**config.mk**
```make
export PLATFORM = sky130hd
export DESIGN_NAME = daq_uart_tx
export DESIGN_NICKNAME = d
export VERILOG_FILES = /design/src/rtl/daq_uart_tx.sv
export SDC_FILE = /design/constraint.sdc
export NUM_CORES = 1
export LEC_CHECK = 0
export BUFFER_PORTS_ARGS = -buffer_cell sky130_fd_sc_hd__buf_2
export CAP_MARGIN = 20
export CORE_MARGIN = 8
export CORE_UTILIZATION = 54
export DETAILED_ROUTE_END_ITERATION = 12
export GPL_ROUTABILITY_DRIVEN = 0
export HOLD_SLACK_MARGIN = 0.06
export PLACE_DENSITY_LB_ADDON = 0.05
export SLEW_MARGIN = 10
export SYNTH_ARGS = -nofsm -noshare
export SYNTH_HDL_FRONTEND = slang
export SYNTH_SLANG_ARGS = --single-unit
```
**constraint.sdc**
```tcl
create_clock -name clk -period 2.05 [get_ports clk]
set_input_delay 0.41 -clock clk [delete_from_list [all_inputs] [get_ports clk]]
set_output_delay 0.41 -clock clk [all_outputs]
set_load 0.02 [all_outputs]
```
**src/rtl/daq_uart_tx.sv**
```systemverilog
// 8N1 UART serializer; after each s_tlast byte it appends the CRC-16/CCITT-FALSE of the packet (when CRC_EN).
// One frame per 10*CLKS_PER_BIT cycles plus one IDLE cycle; s_tready only in IDLE with no CRC byte pending.
module daq_uart_tx #(
   parameter int CLKS_PER_BIT = 868,
   parameter bit CRC_EN       = 1'b1
) (
   input  logic        clk,
   input  logic        rst,
   input  logic [7:0]  s_tdata,
   input  logic        s_tvalid,
   output logic        s_tready,
   input  logic        s_tlast,
   output logic        uart_txd,
   output logic        busy,
   output logic        pkt_done,
   output logic [15:0] pkt_count
);
   localparam logic [1:0] ST_IDLE  = 2'd0;
   localparam logic [1:0] ST_START = 2'd1;
   localparam logic [1:0] ST_DATA  = 2'd2;
   localparam logic [1:0] ST_STOP  = 2'd3;

   localparam logic [1:0] SRC_PAYLOAD = 2'd0;
   localparam logic [1:0] SRC_CRC_HI  = 2'd1;
   localparam logic [1:0] SRC_CRC_LO  = 2'd2;

   localparam int          CW       = $clog2(CLKS_PER_BIT);
   localparam logic [CW-1:0] BIT_LAST = CW'(CLKS_PER_BIT - 1);

   logic [1:0]    state_q, state_d;
   logic [1:0]    src_q, src_d;
   logic [CW-1:0] clk_cnt_q, clk_cnt_d;
   logic [2:0]    bit_idx_q, bit_idx_d;
   logic [7:0]    shift_q, shift_d;
   logic          last_q, last_d;
   logic [15:0]   crc_q, crc_d;
   logic          txd_q, txd_d;
   logic          done_q, done_d;
   logic [15:0]   pkt_count_q, pkt_count_d;
   logic          bit_end;
   logic          accept;
   logic          pkt_end;

   function automatic logic [15:0] crc16_upd(input logic [15:0] crc, input logic [7:0] data);
      logic [15:0] c;
      c = crc ^ {data, 8'h00};
      for (int i = 0; i < 8; i++) begin
         c = c[15] ? ((c << 1) ^ 16'h1021) : (c << 1);
      end
      return c;
   endfunction

   assign bit_end   = (clk_cnt_q == BIT_LAST);
   assign s_tready  = !rst && (state_q == ST_IDLE) && (src_q == SRC_PAYLOAD);
   assign accept    = s_tvalid && s_tready;
   assign uart_txd  = txd_q;
   assign busy      = (state_q != ST_IDLE) || (src_q != SRC_PAYLOAD);
   assign pkt_done  = done_q;
   assign pkt_count = pkt_count_q;

   always_comb begin
      state_d     = state_q;
      src_d       = src_q;
      clk_cnt_d   = clk_cnt_q;
      bit_idx_d   = bit_idx_q;
      shift_d     = shift_q;
      last_d      = last_q;
      crc_d       = crc_q;
      txd_d       = txd_q;
      done_d      = 1'b0;
      pkt_count_d = pkt_count_q;
      pkt_end     = 1'b0;
      case (state_q)
         ST_IDLE: begin
            clk_cnt_d = '0;
            if (src_q == SRC_CRC_HI) begin
               shift_d = crc_q[15:8];
               state_d = ST_START;
               txd_d   = 1'b0;
            end else if (src_q == SRC_CRC_LO) begin
               shift_d = crc_q[7:0];
               state_d = ST_START;
               txd_d   = 1'b0;
            end else if (accept) begin
               shift_d = s_tdata;
               last_d  = s_tlast;
               crc_d   = crc16_upd(crc_q, s_tdata);
               state_d = ST_START;
               txd_d   = 1'b0;
            end
         end
         ST_START: begin
            if (bit_end) begin
               clk_cnt_d = '0;
               bit_idx_d = '0;
               state_d   = ST_DATA;
               txd_d     = shift_q[0];
               shift_d   = shift_q >> 1;
            end else begin
               clk_cnt_d = clk_cnt_q + 1'b1;
            end
         end
         ST_DATA: begin
            if (bit_end) begin
               clk_cnt_d = '0;
               if (bit_idx_q == 3'd7) begin
                  state_d = ST_STOP;
                  txd_d   = 1'b1;
               end else begin
                  bit_idx_d = bit_idx_q + 1'b1;
                  txd_d     = shift_q[0];
                  shift_d   = shift_q >> 1;
               end
            end else begin
               clk_cnt_d = clk_cnt_q + 1'b1;
            end
         end
         default: begin
            if (bit_end) begin
               clk_cnt_d = '0;
               state_d   = ST_IDLE;
               // The trailer follows the last payload byte; the packet closes after CRC_LO.
               case (src_q)
                  SRC_PAYLOAD: begin
                     if (last_q) begin
                        if (CRC_EN) src_d = SRC_CRC_HI;
                        else        pkt_end = 1'b1;
                     end
                  end
                  SRC_CRC_HI: src_d = SRC_CRC_LO;
                  default: begin
                     src_d   = SRC_PAYLOAD;
                     pkt_end = 1'b1;
                  end
               endcase
               if (pkt_end) begin
                  done_d      = 1'b1;
                  pkt_count_d = pkt_count_q + 16'd1;
                  crc_d       = 16'hFFFF;
                  last_d      = 1'b0;
               end
            end else begin
               clk_cnt_d = clk_cnt_q + 1'b1;
            end
         end
      endcase
   end

   always_ff @(posedge clk) begin
      if (rst) begin
         state_q     <= ST_IDLE;
         src_q       <= SRC_PAYLOAD;
         clk_cnt_q   <= '0;
         bit_idx_q   <= '0;
         shift_q     <= '0;
         last_q      <= 1'b0;
         crc_q       <= 16'hFFFF;
         txd_q       <= 1'b1;
         done_q      <= 1'b0;
         pkt_count_q <= '0;
      end else begin
         state_q     <= state_d;
         src_q       <= src_d;
         clk_cnt_q   <= clk_cnt_d;
         bit_idx_q   <= bit_idx_d;
         shift_q     <= shift_d;
         last_q      <= last_d;
         crc_q       <= crc_d;
         txd_q       <= txd_d;
         done_q      <= done_d;
         pkt_count_q <= pkt_count_d;
      end
   end
endmodule
```
* After elaboration in Yosys (flattened, before gate mapping)
Index checks and enable logic that the tools add are counted.
** Storage, ports and cells
- Latch bits :: 0
- Memories kept :: 0
- Bits in writable memories :: 0
- Flip-flop bits (word level) :: 60
- Input port bits :: 12
- Word-level logic and storage cells :: 117
- Output and inout bits :: 20
- Bits in read-only memories :: 0
** Operators by class
- Div/mod/pow operators :: 0
- $mul :: 0
- Equal/unequal tests :: 15
- Reduce and logical (&&, ||, !) cells :: 25
- Mux-type cells :: 52
- Order comparisons :: 0
- $add $sub $neg :: 3
- Bitwise operators :: 12
- Shifts and indexed selects :: 0
** Operators by type and width (count)
- 13-bit 2-to-1 mux :: 8
- 16-bit 2-to-1 mux :: 5
- 8-bit 2-to-1 mux :: 6
- 16-bit case mux with 2 select lines :: 1
- 3-bit inverter :: 8
- 8-bit case mux with 3 select lines :: 1
- 16-bit by 1-bit adder with 16-bit output (second input constant) :: 1
- 2-bit 2-to-1 mux :: 8
- 2-bit != test (second input constant) :: 8
- 16-bit bitwise XOR :: 1
- 1-bit 2-to-1 mux :: 15
- 10-bit by 1-bit adder with 10-bit output (second input constant) :: 1
- 10-bit equality test (second input constant) :: 1
- 5-bit AND reduction :: 2
- 2-bit nonzero test :: 5
- 3-bit 2-to-1 mux :: 3
- 4-bit AND reduction :: 2
- 2-bit case mux with 3 select lines :: 1
- 3-bit case mux with 2 select lines :: 1
- 3-bit AND reduction :: 2
- 6-bit AND reduction :: 1
- 3-bit OR reduction :: 2
- 5-bit OR reduction :: 1
- 2-bit by 1-bit equality test with 1-bit output (second input constant) :: 2
- other kinds (14) :: 21

* Depth between registers and ports, before layout
- Depth in word-level cells :: 21
- Mapped depth :: 9
- Depth with buffers taken out :: 6

* Worst setup path after synthesis
OpenSTA, ideal clock, no wires.
- Path type :: reg-to-reg
- Start :: register state_q[0]
- End :: register state_q[1]
- Required time :: 1.916 ns
- Setup slack :: 0.116 ns
- Cell stages (with the launch flop) :: 7
- Setup time :: 0.134 ns
- Path buffers :: 0
- Arrival :: 1.800 ns
- Clock period less this slack :: 1.934 ns
- Path through :: dfxtp_1 -> inv_1 -> ha_1 -> nor4_2 -> a32oi_2 -> and4_1 -> or4_1
** Between the ends
- Word-level cells in the longest chain between the ends :: 6
- Elaborated cells on any way between the ends :: 13
- Classes of those cells :: eq/ne: 6; mux: 1; reduce/logical: 6
** RTL lines
- start, declared :: line 30 : logic [1:0] state_q, state_d;
- start signal, assigned :: line 162 : state_q <= state_d;
- 2-bit logical NOT :: line 54, 73
- 1-bit logical AND (2 in series) :: line 54 : assign s_tready = !rst && (state_q == ST_IDLE) && (src_q == SRC_PAYLOAD);
- 1-bit logical AND :: line 55 : assign accept = s_tvalid && s_tready;
- 4-bit by 2-bit != test with 1-bit output (no source line)
- 5-bit AND reduction (no source line)
Parallel ways exist; a longest one is shown, timed or not.
A chain may end at the register's enable or synchronous reset.

* Worst setup path after layout
- Start :: register clk_cnt_q[0]
- End :: register state_q[1]
** Between the ends
- Word-level cells in the longest chain between the ends :: 3
- Elaborated cells on any way between the ends :: 5
- Classes of those cells :: eq/ne: 3; reduce/logical: 2
** RTL lines
- start, declared :: line 32 : logic [CW-1:0] clk_cnt_q, clk_cnt_d;
- start signal, assigned :: line 164 : clk_cnt_q <= clk_cnt_d;
- 10-bit equality test * :: line 53 : assign bit_end = (clk_cnt_q == BIT_LAST);
- 2-bit != test (no source line) / 2-bit nonzero test (equally long branches)
- 5-bit AND reduction (no source line) *
Mark *: on every way between the ends. The rest lies on a longest branch, timed or not.

==> key figures <==
Setup path
  • Crit-path leading delay family: simple AND/OR/NAND/NOR gates
  • Worst r2r src: clk_cnt_q[0]
  • Max stage delay on crit path: about 530 ps
  • CP Cell Sequence: ha_1 > and4b_2 > buf_4 > a32oi_2 > and4_1 > or4_1
  • Worst path slowest cell: or4_1
  • WP buf/inv: 1
  • Critical path type: flip-flop to flip-flop
  • Arr. time, crit path: around 2200 ps
  • CP startpoint: clk_cnt_q[0]
  • Worst-path fanout max: 5
  • Crit path capture type: flip-flop
  • Worst Setup Start Kind: flip-flop
  • CP required: approximately 2300 ps

Routing
  • Routed Antenna Nets: 0
  • Drt first pass iters: 4
  • Drt via density: approximately 5.8
  • Initial DRC Count: between 100 and 150
  • Final Routed Wirelength: about 8500 um
  • Residual DRC: 0
  • Via count: between 3,000 and 4,000
  • Drt wl/cell: between 15 and 20 um

Timing
  • Max Clk Rate: approximately 0.50 GHz
  • Slew @ Worst Pin: ~480 ps
  • Worst slew margin: roughly two thirds
  • Count of final max-slew check failures: 0
  • Endpoints failing hold: 0
  • Worst clock skew: 11.7 ps
  • Crit share post-route: between 90% and 100%
  • Tmin final: approximately 2000 ps
  • # setup viols final: 0

Logic synthesis
  • Most used DFF post-synth: dfxtp_1
  • Largest area contributor in the netlist: dfxtp_1
  • Share of the synthesized area in the top cell type: 35.0%
  • Post-synthesis compound-gate area fraction: around 14%
  • Post-synth EDFFs: 0
  • Top cells by area, synth: dfxtp_1 35%, xnor2_1 5.9%, mux2_2 5.6%
  • Post-synthesis xor/xnor area fraction: 8.43%
  • Mapped Avg Cell Area: roughly 8.9 sq um
  • Post-Synth Adder-Cell Area: about 4.4%
  • Mux contribution to synthesized area: roughly 6.7%
  • Ys async rst share: 0%
  • Largest family of logic cells by synthesized area: simple AND/OR/NAND/NOR gates
  • FF+latch count, synth: 60
  • Sequential area share after synthesis: a little over a third
  • Synthesized area: 3430 sq um
  • Synth warn: 0
  • Cells after Synth: 386
  • Syn nets: 410
  • Distinct cells, synth: between 50 and 60
  • Simple-Gate Fraction of Synth Area: a little over a quarter

Pwr
  • Combinational power share: a little over two fifths
  • Cell-internal power: 0.00296 W
  • Sw Ratio: 36.1%
  • Sequential cell fraction of total power: between 30% and 40%
  • Total Power: approximately 0.0046 W
  • Clock share of power: about a quarter
  • P_sw: between 0.0015 and 0.002 W
  • Leak: approximately 1.6 nW
  • VDD IR-drop max: around 0.0006 V
  • Pwr Density: 1090 nW/um^2

Clock tree
  • CTS Buffer Depth: 2
  • Clk sinks: 60
  • Worst skew pair latency: 340 ps
  • Hold buffer count at cts: 0
  • Clk root buf: clkbuf_8
  • Htree depth: 3
  • CTS Buf Count: 9
  • TritonCTS clock tree: done
  • Clk pin slew, worst setup/hold paths: around 70 ps

Finish
  • Non-filler cells, final: 532
  • Multi-input gate area: about 2200 sq um
  • Antenna fix cells: 0
  • Finished Cell Area: about 4200 sq um
  • Area delta synth->final: 23.3%
  • Share of cells above drive strength 1: between 30% and 40%
  • FF+latch area: 1210 sq um
  • Final net count: 474
  • Filler cell count: between 500 and 600

Global route
  • Largest net degree at the start of global routing: 38
  • Vias in the first global route: just under 3,000
  • First-pass GRT wire length: between 10,000 and 15,000 um
  • Initial antenna violation count: 0
  • GRT Total Usage: 18.9%
  • Grt ovf: 0

Place
  • DP Wirelength: about 5700 um
  • PortBufs: 31
  • Placement Cell Area: around 3800 sq um
  • Inst Count DP: roughly 510

Min path
  • Min-delay src: s_tlast
  • Hold Path Class: input port to flip-flop

Job
  • MaxCap Viol Count: 0

Floorplan
  • Die H: 95.7 um
  • Core footprint: about 6200 sq um
  • Die Wd: approximately 96 um
  • I/O pin cnt: 32
  • Num rows: 29
  • Die ar.: around 9200 sq um
  • Initial Util: 55.0%

Status
  • Status: completed
## state kept, by name (all words and copies together), names as in the netlist
signal and cells:
src_q 2, last_q 1, pkt_count 16, pkt_done 1
state_q 2, crc_q 16, clk_cnt_q 10, uart_txd 1
bit_idx_q 3, shift_q 8
## timing repair
item / CTS / global route
pin swaps: 1 / 9
setup endpoints to repair: 20 / 24
buffers inserted: 1 / 5
cloned: 1 / 2
resized for setup: 2 / 36
## synthesized netlist by cell type, types with 10 or more instances
cell type	count
ha_1	12
dfxtp_1	60
nor3_1	12
xor2_1	10
mux2_2	17
a21oi_1	26
nor2_1	29
nand3_1	14
nand2_1	23
o21ai_0	18
clkbuf_1	12
xnor2_1	23
## final timing paths
kind	slack (ps)	cells after the start	end
hold / removal	310	3	last_q
setup / recovery	50	6	state_q[1]
setup reg to reg	50	6	state_q[1]
hold reg to reg	480	2	shift_q[7]
## power groups by stage
stage / registers, W / clock network [W] / logic [W]
floorplan: 0.00153 / 0 / 0.00140
global placement: 0.00155 / 0 / 0.00190
detailed placement: 0.00156 / 0 / 0.00193
CTS: 0.00154 / 0.00111 / 0.00195
global route: 0.00157 / 0.00116 / 0.00219
finish: 0.00154 / 0.00109 / 0.00200
## cells by family after synthesis
| logic type | Yosys count |
|---|---|
| mux | 21 |
| flops | 60 |
| xor+xnor | 33 |
| fa+ha+maj | 12 |
| compound gates | 76 |
| simple gates | 152 |
| buf+inv | 32 |
## per-stage QoR
stage / hold slack [ps] / utilization (%) / TNS, ps / worst slack (ps)
floorplan: 418 / - / 0 / 116
global placement: 454 / 61.6 / -163 / -41.5
detailed placement: 465 / 61.6 / -331 / -53.3
CTS: 300 / 65.3 / 0 / 3.06
global route: 317 / 67.8 / -51.9 / -22.4
finish: 306 / 67.8 / 0 / 47.4
## layout make-up
| cell class | count | area share [%] |
|---|---|---|
| Multi-Input combinational cell | 295 | 51.4 |
| Inverter | 9 | 0.799 |
| Tap cell | 77 | 2.28 |
| Clock buffer | 12 | 3.67 |
| Timing Repair Buffer | 75 | 12.2 |
| Sequential cell | 60 | 28.6 |
| Clock inverter | 4 | 1.12 |
## metal layers
layer	vias up	part of all wire, %	wire, um	GRT usage, %
met3	12	4.7	400	4.84
met5	-	0	0	0
met2	63	49	4180	31.2
met1	1449	44	3770	23.1
met4	0	2.0	168	7.68
li1	1539	-	-	-
## tightest hold or removal path: stages
cell	delay, ps
buf_2	100
nand2_1	40
a21oi_1	50
## placed cells by master, fill, tap and decap left out, drive strengths merged, types with 4 or more instances in the layout
cell type	n
mux2i	4
o32a	4
nand2b	7
and4	4
o211ai	8
and2b	8
mux2	17
inv	9
or3	6
or2	4
nor3	14
dfxtp	60
o31ai	4
ha	12
nand4	8
nand2	23
nor2	29
or4	8
buf	75
nand3	14
nor4	11
a21oi	26
xnor2	23
clkbuf	12
xor2	10
o21ai	20
Note: power is estimated with default switching activity, not from simulation.
